## config.mk

```make
export PLATFORM = sky130hd
export DESIGN_NAME = irm_tx_nec
export DESIGN_NICKNAME = d
export VERILOG_FILES = /design/src/rtl/irm_tx_pkg.sv /design/src/rtl/irm_tx_carrier.sv /design/src/rtl/irm_tx_nec.sv
export SDC_FILE = /design/constraint.sdc
export NUM_CORES = 1
export LEC_CHECK = 0
export ABC_AREA = 1
export CAP_MARGIN = 0
export CORE_ASPECT_RATIO = 1.75
export CORE_MARGIN = 5
export CORE_UTILIZATION = 50
export DETAILED_ROUTE_END_ITERATION = 16
export HOLD_SLACK_MARGIN = 0.12
export PLACE_DENSITY = 0.74
export SKIP_LAST_GASP = 1
export SLEW_MARGIN = 20
export SYNTH_ARGS = -nofsm -noshare
export SYNTH_HDL_FRONTEND = slang
export SYNTH_SLANG_ARGS = --single-unit
```

## constraint.sdc

```tcl
create_clock -name clk -period 2.93 [get_ports clk]
set_input_delay 0.293 -clock clk [delete_from_list [all_inputs] [get_ports clk]]
set_output_delay 0.293 -clock clk [all_outputs]
set_load 0.05 [all_outputs]
```

## src/rtl/irm_tx_pkg.sv

```systemverilog
// irm_tx_pkg: shared definitions for the NEC infrared transmitter.
//   - state_t     : frame sequencer states
//   - *_U         : state durations in NEC time units (562.5 us each)
//   - ADDR_*      : Avalon-MM register addresses
//   - is_mark()   : true for states that drive the emitter
package irm_tx_pkg;

   typedef enum logic [2:0] {
      IDLE,
      LEAD_MARK,
      LEAD_SPACE,
      REP_SPACE,
      BIT_MARK,
      BIT_SPACE,
      STOP_MARK
   } state_t;

   localparam logic [4:0] LEAD_MARK_U  = 5'd16;
   localparam logic [4:0] LEAD_SPACE_U = 5'd8;
   localparam logic [4:0] REP_SPACE_U  = 5'd4;
   localparam logic [4:0] BIT0_SPACE_U = 5'd1;
   localparam logic [4:0] BIT1_SPACE_U = 5'd3;
   localparam logic [4:0] MARK_U       = 5'd1;

   localparam logic ADDR_DATA = 1'b0;
   localparam logic ADDR_CTRL = 1'b1;

   function automatic logic is_mark(input state_t s);
      return (s == LEAD_MARK) || (s == BIT_MARK) || (s == STOP_MARK);
   endfunction

endpackage

```

## src/rtl/irm_tx_carrier.sv

```systemverilog
// irm_tx_carrier: ~38 kHz carrier generator for the NEC transmitter.
// Ports:
//   clk, reset : system clock, synchronous active-high reset
//   restart    : forces the phase counter to 0 on the next edge
//   on         : carrier level, high for the first HIGH cycles of each DIV period
module irm_tx_carrier
   import irm_tx_pkg::*;
#(
   parameter int DIV  = 1316,
   parameter int HIGH = 439
) (
   input  logic clk,
   input  logic reset,
   input  logic restart,
   output logic on
);

   localparam int CW = (DIV > 1) ? $clog2(DIV) : 1;

   logic [CW-1:0] cnt;

   always_ff @(posedge clk) begin
      if (reset || restart)          cnt <= '0;
      else if (cnt == CW'(DIV - 1))  cnt <= '0;
      else                           cnt <= cnt + 1'b1;
   end

   assign on = (cnt < CW'(HIGH));

endmodule

```

## src/rtl/irm_tx_nec.sv

```systemverilog
// irm_tx_nec: NEC-format IR transmitter with an Avalon-MM slave.
// Writing DATA while idle sends leader, 32 bits LSB first and a stop mark;
// writing CTRL bit0=1 while idle sends a repeat frame. irq rises at frame end.
// Optional build macro IRM_TX_CARRIER_EN gates marks with the carrier;
// without it marks are a solid 1 (baseband envelope).
// Ports:
//   clk, reset          : 50 MHz clock, synchronous active-high reset
//   irq                 : level interrupt, set at frame end, cleared by CTRL write
//   s_cs_n, s_address   : chip select (active low), 0=DATA 1=CTRL/STATUS
//   s_read, s_readdata  : read strobe, combinational read data
//   s_write, s_writedata: write strobe and data
//   ir_tx               : IR LED drive, 1 = emitter on
module irm_tx_nec
   import irm_tx_pkg::*;
#(
   parameter int UNIT_CYCLES  = 28125,
   parameter int CARRIER_DIV  = 1316,
   parameter int CARRIER_HIGH = 439
) (
   input  logic        clk,
   input  logic        reset,
   output logic        irq,
   input  logic        s_cs_n,
   input  logic        s_address,
   input  logic        s_read,
   output logic [31:0] s_readdata,
   input  logic        s_write,
   input  logic [31:0] s_writedata,
   output logic        ir_tx
);

   localparam int UW = (UNIT_CYCLES > 1) ? $clog2(UNIT_CYCLES) : 1;

   if (CARRIER_HIGH >= CARRIER_DIV) begin : g_bad_carrier
      $error("irm_tx_nec: CARRIER_HIGH must be below CARRIER_DIV");
   end

   state_t        state;
   logic [UW-1:0] unit_cnt;
   logic [4:0]    unit_num;
   logic [4:0]    bit_idx;
   logic [4:0]    state_len;
   logic [31:0]   data_q;
   logic [31:0]   shift_q;
   logic          rep_q;
   logic          rejected;
   logic          busy, data_wr, ctrl_wr, start_data, start_rep;
   logic          unit_wrap, adv, carrier_on;

   assign busy       = (state != IDLE);
   assign data_wr    = ~s_cs_n & s_write & (s_address == ADDR_DATA);
   assign ctrl_wr    = ~s_cs_n & s_write & (s_address == ADDR_CTRL);
   assign start_data = data_wr & ~busy;
   assign start_rep  = ctrl_wr & s_writedata[0] & ~busy;
   assign unit_wrap  = (unit_cnt == UW'(UNIT_CYCLES - 1));

   // Duration of the current state; a bit space depends on the bit in flight.
   always_comb begin
      state_len = MARK_U;
      case (state)
         LEAD_MARK:  state_len = LEAD_MARK_U;
         LEAD_SPACE: state_len = LEAD_SPACE_U;
         REP_SPACE:  state_len = REP_SPACE_U;
         BIT_SPACE:  state_len = shift_q[0] ? BIT1_SPACE_U : BIT0_SPACE_U;
         default:    state_len = MARK_U;
      endcase
   end

   assign adv = busy & unit_wrap & (unit_num == state_len - 5'd1);

   always_ff @(posedge clk) begin
      if (reset) begin
         state    <= IDLE;
         unit_cnt <= '0;
         unit_num <= '0;
         bit_idx  <= '0;
         data_q   <= '0;
         shift_q  <= '0;
         rep_q    <= 1'b0;
         rejected <= 1'b0;
         irq      <= 1'b0;
      end else begin
         // Clear first so that a same-edge set (frame end / reject) wins.
         if (ctrl_wr) begin
            irq      <= 1'b0;
            rejected <= 1'b0;
         end
         if (busy && (data_wr || (ctrl_wr && s_writedata[0])))
            rejected <= 1'b1;
         if (adv && state == STOP_MARK)
            irq <= 1'b1;

         if (start_data) begin
            data_q  <= s_writedata;
            shift_q <= s_writedata;
            rep_q   <= 1'b0;
            state   <= LEAD_MARK;
         end else if (start_rep) begin
            rep_q   <= 1'b1;
            state   <= LEAD_MARK;
         end

         // Every state ends on a unit wrap, so unit_cnt is 0 whenever idle.
         if (busy) begin
            unit_cnt <= unit_wrap ? '0 : unit_cnt + 1'b1;
            if (unit_wrap)
               unit_num <= adv ? 5'd0 : unit_num + 5'd1;
         end

         if (adv) begin
            case (state)
               LEAD_MARK:  state <= rep_q ? REP_SPACE : LEAD_SPACE;
               LEAD_SPACE: begin
                  state   <= BIT_MARK;
                  bit_idx <= '0;
               end
               REP_SPACE:  state <= STOP_MARK;
               BIT_MARK:   state <= BIT_SPACE;
               BIT_SPACE: begin
                  shift_q <= shift_q >> 1;
                  bit_idx <= bit_idx + 5'd1;
                  state   <= (bit_idx == 5'd31) ? STOP_MARK : BIT_MARK;
               end
               default:    state <= IDLE;
            endcase
         end
      end
   end

`ifdef IRM_TX_CARRIER_EN
   // Restart on every state change so each mark opens with a high phase.
   irm_tx_carrier #(
      .DIV  (CARRIER_DIV),
      .HIGH (CARRIER_HIGH)
   ) u_carrier (
      .clk     (clk),
      .reset   (reset),
      .restart (start_data | start_rep | adv),
      .on      (carrier_on)
   );
`else
   assign carrier_on = 1'b1;
`endif

   assign ir_tx = is_mark(state) & carrier_on;

   always_comb begin
      s_readdata = '0;
      if (~s_cs_n & s_read)
         s_readdata = (s_address == ADDR_CTRL) ? {29'b0, rejected, irq, busy} : data_q;
   end

endmodule
```

==> results of run 1 <==
flip-flops by register name (all words and copies together), names as in the netlist, 3 cells and up:
| name | cells |
|---|---|
| unit_cnt | 15 |
| unit_num | 5 |
| shift_q | 32 |
| state | 3 |
| data_q | 32 |
| bit_idx | 5 |
kinds of logic (layout without fill, tap and decap cells):
family | count (synthesis) | count (layout) | share of synthesized area, %
fa+ha+maj | 6 | 6 | 1.453
compound gates | 99 | 99 | 10.58
buf+inv | 115 | 170 | 10.03
simple gates | 479 | 479 | 40.45
flops | 95 | 95 | 36.81
xor+xnor | 4 | 4 | 0.6781
worst paths after layout:
kind / startpoint / endpoint / slack (ns) / cells past startpoint
worst min-delay path: reset / unit_num[4] / 0.46 / 4
worst max-delay path: state[0] / shift_q[30] / 0.31 / 16
worst max register to register: state[0] / shift_q[30] / 0.31 / 16
worst min register to register: rejected / rejected / 0.48 / 2
per-stage QoR:
step / std cells / hold WS, ns
floorplan: 798 / 0.4376
global placement: 964 / 0.4534
CTS: 980 / 0.4697
detailed placement: 964 / 0.4645
global route: 980 / 0.4857
finish: 980 / 0.4591
cell usage after synthesis, drive strengths merged:
master  instances  area, µm²
a211oi          3      22.52
a21oi          48      240.2
a31o            1      8.760
and2            1      6.260
buf            29      195.2
clkbuf         13      48.80
clkinv          2      7.510
dfxtp          95       1902
ha              6      75.07
inv            71      266.5
nand2         300       1151
nand3          70      370.4
nand4          15      100.1
nor2           55      260.3
nor3           35      180.2
nor3b           2      15.01
o21ai          15      75.07
o22ai          32      200.2
or2             1      6.260
xor2            4      35.03
cell usage in the layout, fill, tap and decap left out, types with 6 or more instances in the layout:
cell	n
nand2_1	292
dfxtp_1	95
inv_1	67
nand3_1	66
a21oi_1	48
nor2_1	47
clkdlybuf4s50_1	38
nor3_1	34
o22ai_1	32
buf_12	32
nand4_1	14
o21ai_0	13
buf_4	10
clkbuf_16	9
nand2_2	7
ha_1	6
metal layers:
metal  part of all wire [%]  global-route usage (%)  wire [µm]
met5                      0                       0          0
met4                    2.4                   9.031        349
met3                    3.9                   2.737        567
met2                     54                   44.21       7842
met1                     40                   25.68       5752
power by group:
part	internal (mW)	total [mW]	switching, mW
logic	0.136	0.378	0.243
clock network	0.745	1.25	0.505
registers	1.33	1.34	0.0159
total	2.21	2.97	0.764
worst max-delay path, delay by kind of cell (launching register included):
kind                     cells  cell delay [ns]
AND/OR/NAND/NOR             10             1.28
flip-flops                   1             0.49
adder cells (fa/ha/maj)      1             0.30
buffers and inverters        4             0.27
AO/OA/AOI/OAI                1             0.18
cell type report:
type	count	area (µm²)
Fill cell	915	3681
Multi-Input combinational cell	588	2746
Sequential cell	95	1902
Timing Repair Buffer	81	1101
Inverter	73	274.0
Clock buffer	10	229.0
Tap cell	127	158.9
Clock inverter	6	85.08
==> metrics.md, run 1 <==
| Metric | Value |
|---|---|
| Fraction of layout cells with a size suffix above 1 | `9.965%` |
| Area grow syn2layout | `25.74%` |
| Drt wl/cell | `14.81 µm` |
| Layout Nets | `892` |
| Global route overflow | `0` |
| Die Ht | `144.5 µm` |
| Worst hold path class | `in -> reg` |
| Clk sinks | `95` |
| CTS H-Tree Depth | `3` |
| Cell repeated most along the worst path | `nand2_1` |
| F_max | `381.5 MHz` |
| Crit. End Element | `flop` |
| Relative slew slack | `49.52%` |
| Cell variety after synth | `33` |
| Vias in the first global route | `5191` |
| Hold Vio Cnt, Final | `0` |
| Dpl hpwl | `10.20 mm` |
| Clock Skew | `0.006392 ns` |
| Max Cap Viol | `0` |
| Avg Cell Area, Syn | `6.474 µm²` |
| Clock Latency Late Sink | `0.35 ns` |
| Mean number of vias per cell | `5.499` |
| PD cells | `457.1 mW/mm²` |
| Status | `complete, no violations` |
| Final design area excluding fillers | `0.006496 mm²` |
| Slowest cell on the critical path | `dfxtp_1` |
| Port-buffer cells | `71` |
| Initial Util | `50.76%` |
| Slowest stage delay, CP | `0.49 ns` |
| Post-route clock period utilization | `89.46%` |
| Post-CTS Setup Bufs | `0` |
| Site row count | `49` |
| Largest net degree at the start of global routing | `73` |
| GPL Wtd Cong | `0.9035` |
| Critical Path AT | `2.88 ns` |
| Critical Path RT | `3.19 ns` |
| Crit-path max FO | `34` |
| Initial antenna violation count | `0` |
| CTS tree | `yes` |
| Remaining DRCs | `0` |
| Post-place instance area | `0.006182 mm²` |
| DR pass1 iterations | `5` |
| Slew Limit Fails | `0` |
| Pre-CTS WS | `0.3579 ns` |
| Final worst slack | `0.3087 ns` |
| Leakage dissipation | `2.646 nW` |
| Min Tclk post-route | `2.621 ns` |
| Post-Syn Instances | `798` |
| DRT antenna net count | `0` |
| Crit path cell chain | `inv_2 -> nor2_4 -> nand2_2 -> clkinv_1 -> nand2_1 -> ha_1 -> inv_1 -> nand2_1 -> nand2_1 -> inv_1 -> nand2_1 -> nor2_2 -> nand2_2 -> nor2_8 -> nand3_1 -> a21oi_1` |
| Initial drt markers | `335` |
| Final wirelength | `14.51 mm` |
| Synth warnings | `0` |
| Unrepaired setup endpoints after global routing | `false` |
| Syn Nets | `842` |
| Chip width | `86.84 µm` |
| Worst-path clk slew | `0.07 ns` |
| Total Neg Setup Slack | `0 ns` |
| Seq/Total Area, Yosys | `36.81%` |
| Die ar. | `0.01255 mm²` |
| Total power | `2.970 mW` |
| CTS Hold Bufs | `0` |
| CTS buffer count | `9` |
| Setup violators final | `0` |
| Synthesized area | `0.005166 mm²` |
| Register bit total from synthesis | `95` |
| Final Core Density | `63.83%` |
| Worst VDD drop | `0.0003705 V` |
| Resize count post-CTS | `0` |
| Gr usage total | `23.29%` |
| Least-Margin Pin Slew | `0.7573 ns` |
| Vias | `5389` |
| Io pins | `72` |
| Type of origin of the critical path | `flop` |
| Core Area | `0.01018 mm²` |
| First-pass GRT wire length | `23.65 mm` |
| Ant. Diodes | `0` |
| CTS Root Cell | `clkbuf_16` |
| CTS Buffer Depth | `2` |
| Critical path class | `reg -> reg` |
Note: power is estimated with default switching activity, not from simulation.
==> inputs of run 2 (changes only) <==
Settings changed: ABC_CLOCK_PERIOD_IN_PS from default to 2930, RECOVER_POWER from default to 100.
==> run 2 against run 1 <==
  * Clock power is essentially flat
  * Power down 0.82%
  * Largest power group unchanged
  * Sequential share of layout area grew 2.6 points
  * Worst hold slack worse by 0.0076 ns
  * Design area fell by 8.2%
  * Non-clock buffer count unchanged
  * Critical path depth down 12
==> metrics.md, run 2 (synthesized netlist as in run 1, its figures left out) <==
| Metric | Value |
|---|---|
| Sw Pwr | `0.7540 mW` |
| Crit path cell chain | `clkdlybuf4s50_1 -> clkbuf_1 -> nor3_1 -> clkbuf_1` |
| R2R depth | `16` |
| Hold Path Cell Cnt | `4` |
| Least-Margin Pin Slew | `1.426 ns` |
| Cell Int Power | `2.191 mW` |
| Worst VDD drop | `0.0003707 V` |
| R2R Path End | `shift_q[19]` |
| Clk sinks | `95` |
| Port-buffer cells | `71` |
| Fraction of layout cells with a size suffix above 1 | `5.510%` |
| Seq pwr share | `45.5%` |
| Crit-path max FO | `30` |
| Post-place instance area | `0.006182 mm²` |
| Hold_sp | `reset` |
| Io pins | `72` |
| Post-CTS Setup Bufs | `0` |
| CTS tree | `yes` |
| CTS Root Cell | `clkbuf_16` |
| CTS buffer count | `9` |
| Crit. End Element | `output pin` |
| DR pass1 iterations | `5` |
| CTS H-Tree Depth | `3` |
| Slowest cell on the critical path | `clkbuf_1` |
| Final worst slack | `0.2177 ns` |
| Layout Nets | `892` |
| Unrepaired setup endpoints after global routing | `false` |
| Clock Skew | `0.004777 ns` |
| Remaining DRCs | `0` |
| Pre-CTS WS | `0.3579 ns` |
| DRT antenna net count | `0` |
| Max Cap Viol | `0` |
| Type of origin of the critical path | `input pin` |
| CTS Buffer Depth | `2` |
| Critical path launch point | `s_address` |
| Reg2reg start | `state[0]` |
| Final wirelength | `14.57 mm` |
| Site row count | `49` |
| Sw frac | `25.60%` |
| Final Core Density | `58.57%` |
| Cell repeated most along the worst path | `clkbuf_1` |
| Initial antenna violation count | `0` |
| Core Area | `0.01018 mm²` |
| Min Tclk post-route | `2.712 ns` |
| Die Ht | `144.5 µm` |
| Resize count post-CTS | `0` |
| Mean number of vias per cell | `5.467` |
| Leakage dissipation | `2.442 nW` |
| Post-route clock period utilization | `92.57%` |
| Vias | `5358` |
| Hold Vio Cnt, Final | `0` |
| Vias in the first global route | `5191` |
| Critical Path RT | `2.64 ns` |
| First-pass GRT wire length | `23.65 mm` |
| Status | `complete, no violations` |
| Dpl hpwl | `10.20 mm` |
| Worst Hold Slack | `0.4516 ns` |
| Chip width | `86.84 µm` |
| Flop2flop setup slack | `0.26 ns` |
| Worst-path clk slew | `0.06 ns` |
| Relative slew slack | `4.961%` |
| Global route overflow | `0` |
| Initial Util | `50.76%` |
| Initial drt markers | `330` |
| Slowest stage delay, CP | `1.04 ns` |
| CTS Hold Bufs | `0` |
| Gate power share | `12.2%` |
| Setup violators final | `0` |
| Top Registers | `data_q (32), shift_q (32), unit_cnt (15)` |
| Gr usage total | `23.29%` |
| Clock power share | `42.3%` |
| Die ar. | `0.01255 mm²` |
| Filler cells | `1002` |
| Area grow syn2layout | `15.38%` |
| Worst hold path class | `in -> reg` |
| Total Neg Setup Slack | `0 ns` |
| Final design area excluding fillers | `0.005961 mm²` |
| Most frequent cells in the layout | `nand2_1, dfxtp_1, inv_1` |
| Clock Latency Late Sink | `0.34 ns` |
| Ant. Diodes | `0` |
| GPL Wtd Cong | `0.9035` |
| PD cells | `494.1 mW/mm²` |
| Hold Path End | `unit_num[4]` |
| Critical Path AT | `2.42 ns` |
| Drt wl/cell | `14.87 µm` |
| F_max | `368.7 MHz` |
| Most common cell after layout, fill and taps aside | `nand2_1` |
| Slew Limit Fails | `0` |
| Critical path class | `in -> out` |
| Largest net degree at the start of global routing | `73` |
## run 2: changes by cell type in the layout (fill, tap and decap cells not counted), moves of 2 or more
cell	change
nand2_2	-2
nand2_1	+3
clkbuf_1	+32
buf_12	-32
clkdlybuf4s50_1	-2
dlygate4sd3_1	+2
## run 2: how the worst max path moves through the flow
stage | end | slack [ns]
after floorplan | shift_q[10] | 0.52
after global placement | shift_q[5] | 0.43
after detailed placement | shift_q[11] | 0.36
after CTS | shift_q[27] | 0.31
after global routing | shift_q[30] | 0.03
final | s_readdata[31] | 0.22
## run 2: metal layers
layer | part of all wire [%] | vias up | GRT usage [%]
li1 | - | 2680 | -
met1 | 40 | 2497 | 25.68
met2 | 54 | 152 | 44.21
met3 | 4.2 | 29 | 2.737
met4 | 2.2 | 0 | 9.031
met5 | 0 | - | 0
## run 2: through the flow
| step | total power, mW | cells |
|---|---|---|
| after floorplan | 1.630 | 798 |
| after global placement | 1.737 | 964 |
| after detailed placement | 1.744 | 964 |
| after CTS | 2.980 | 980 |
| after global routing | 3.051 | 980 |
| final | 2.945 | 980 |
## run 2: area by class of cell
| class | instances | area, µm² | share of cell area [%] |
|---|---|---|---|
| Multi-Input combinational cell | 588 | 2726 | 45.74 |
| Sequential cell | 95 | 1902 | 31.91 |
| Timing Repair Buffer | 81 | 585.6 | 9.824 |
| Inverter | 73 | 274.0 | 4.597 |
| Clock buffer | 10 | 229.0 | 3.841 |
| Tap cell | 127 | 158.9 | 2.666 |
| Clock inverter | 6 | 85.08 | 1.427 |
## run 2: power by group through the flow
stage	sequential [mW]	clock, mW	combinational [mW]
6_report	1.34	1.25	0.359
5_1_grt	1.34	1.31	0.396
4_1_cts	1.34	1.26	0.378
3_5_place_dp	1.37	0	0.374
3_3_place_gp	1.37	0	0.368
2_1_floorplan	1.37	0	0.264
## run 2: critical path: cells and delay by family
family	cells	cell delay [ns]
buffers and inverters	3	1.89
AND/OR/NAND/NOR	1	0.23
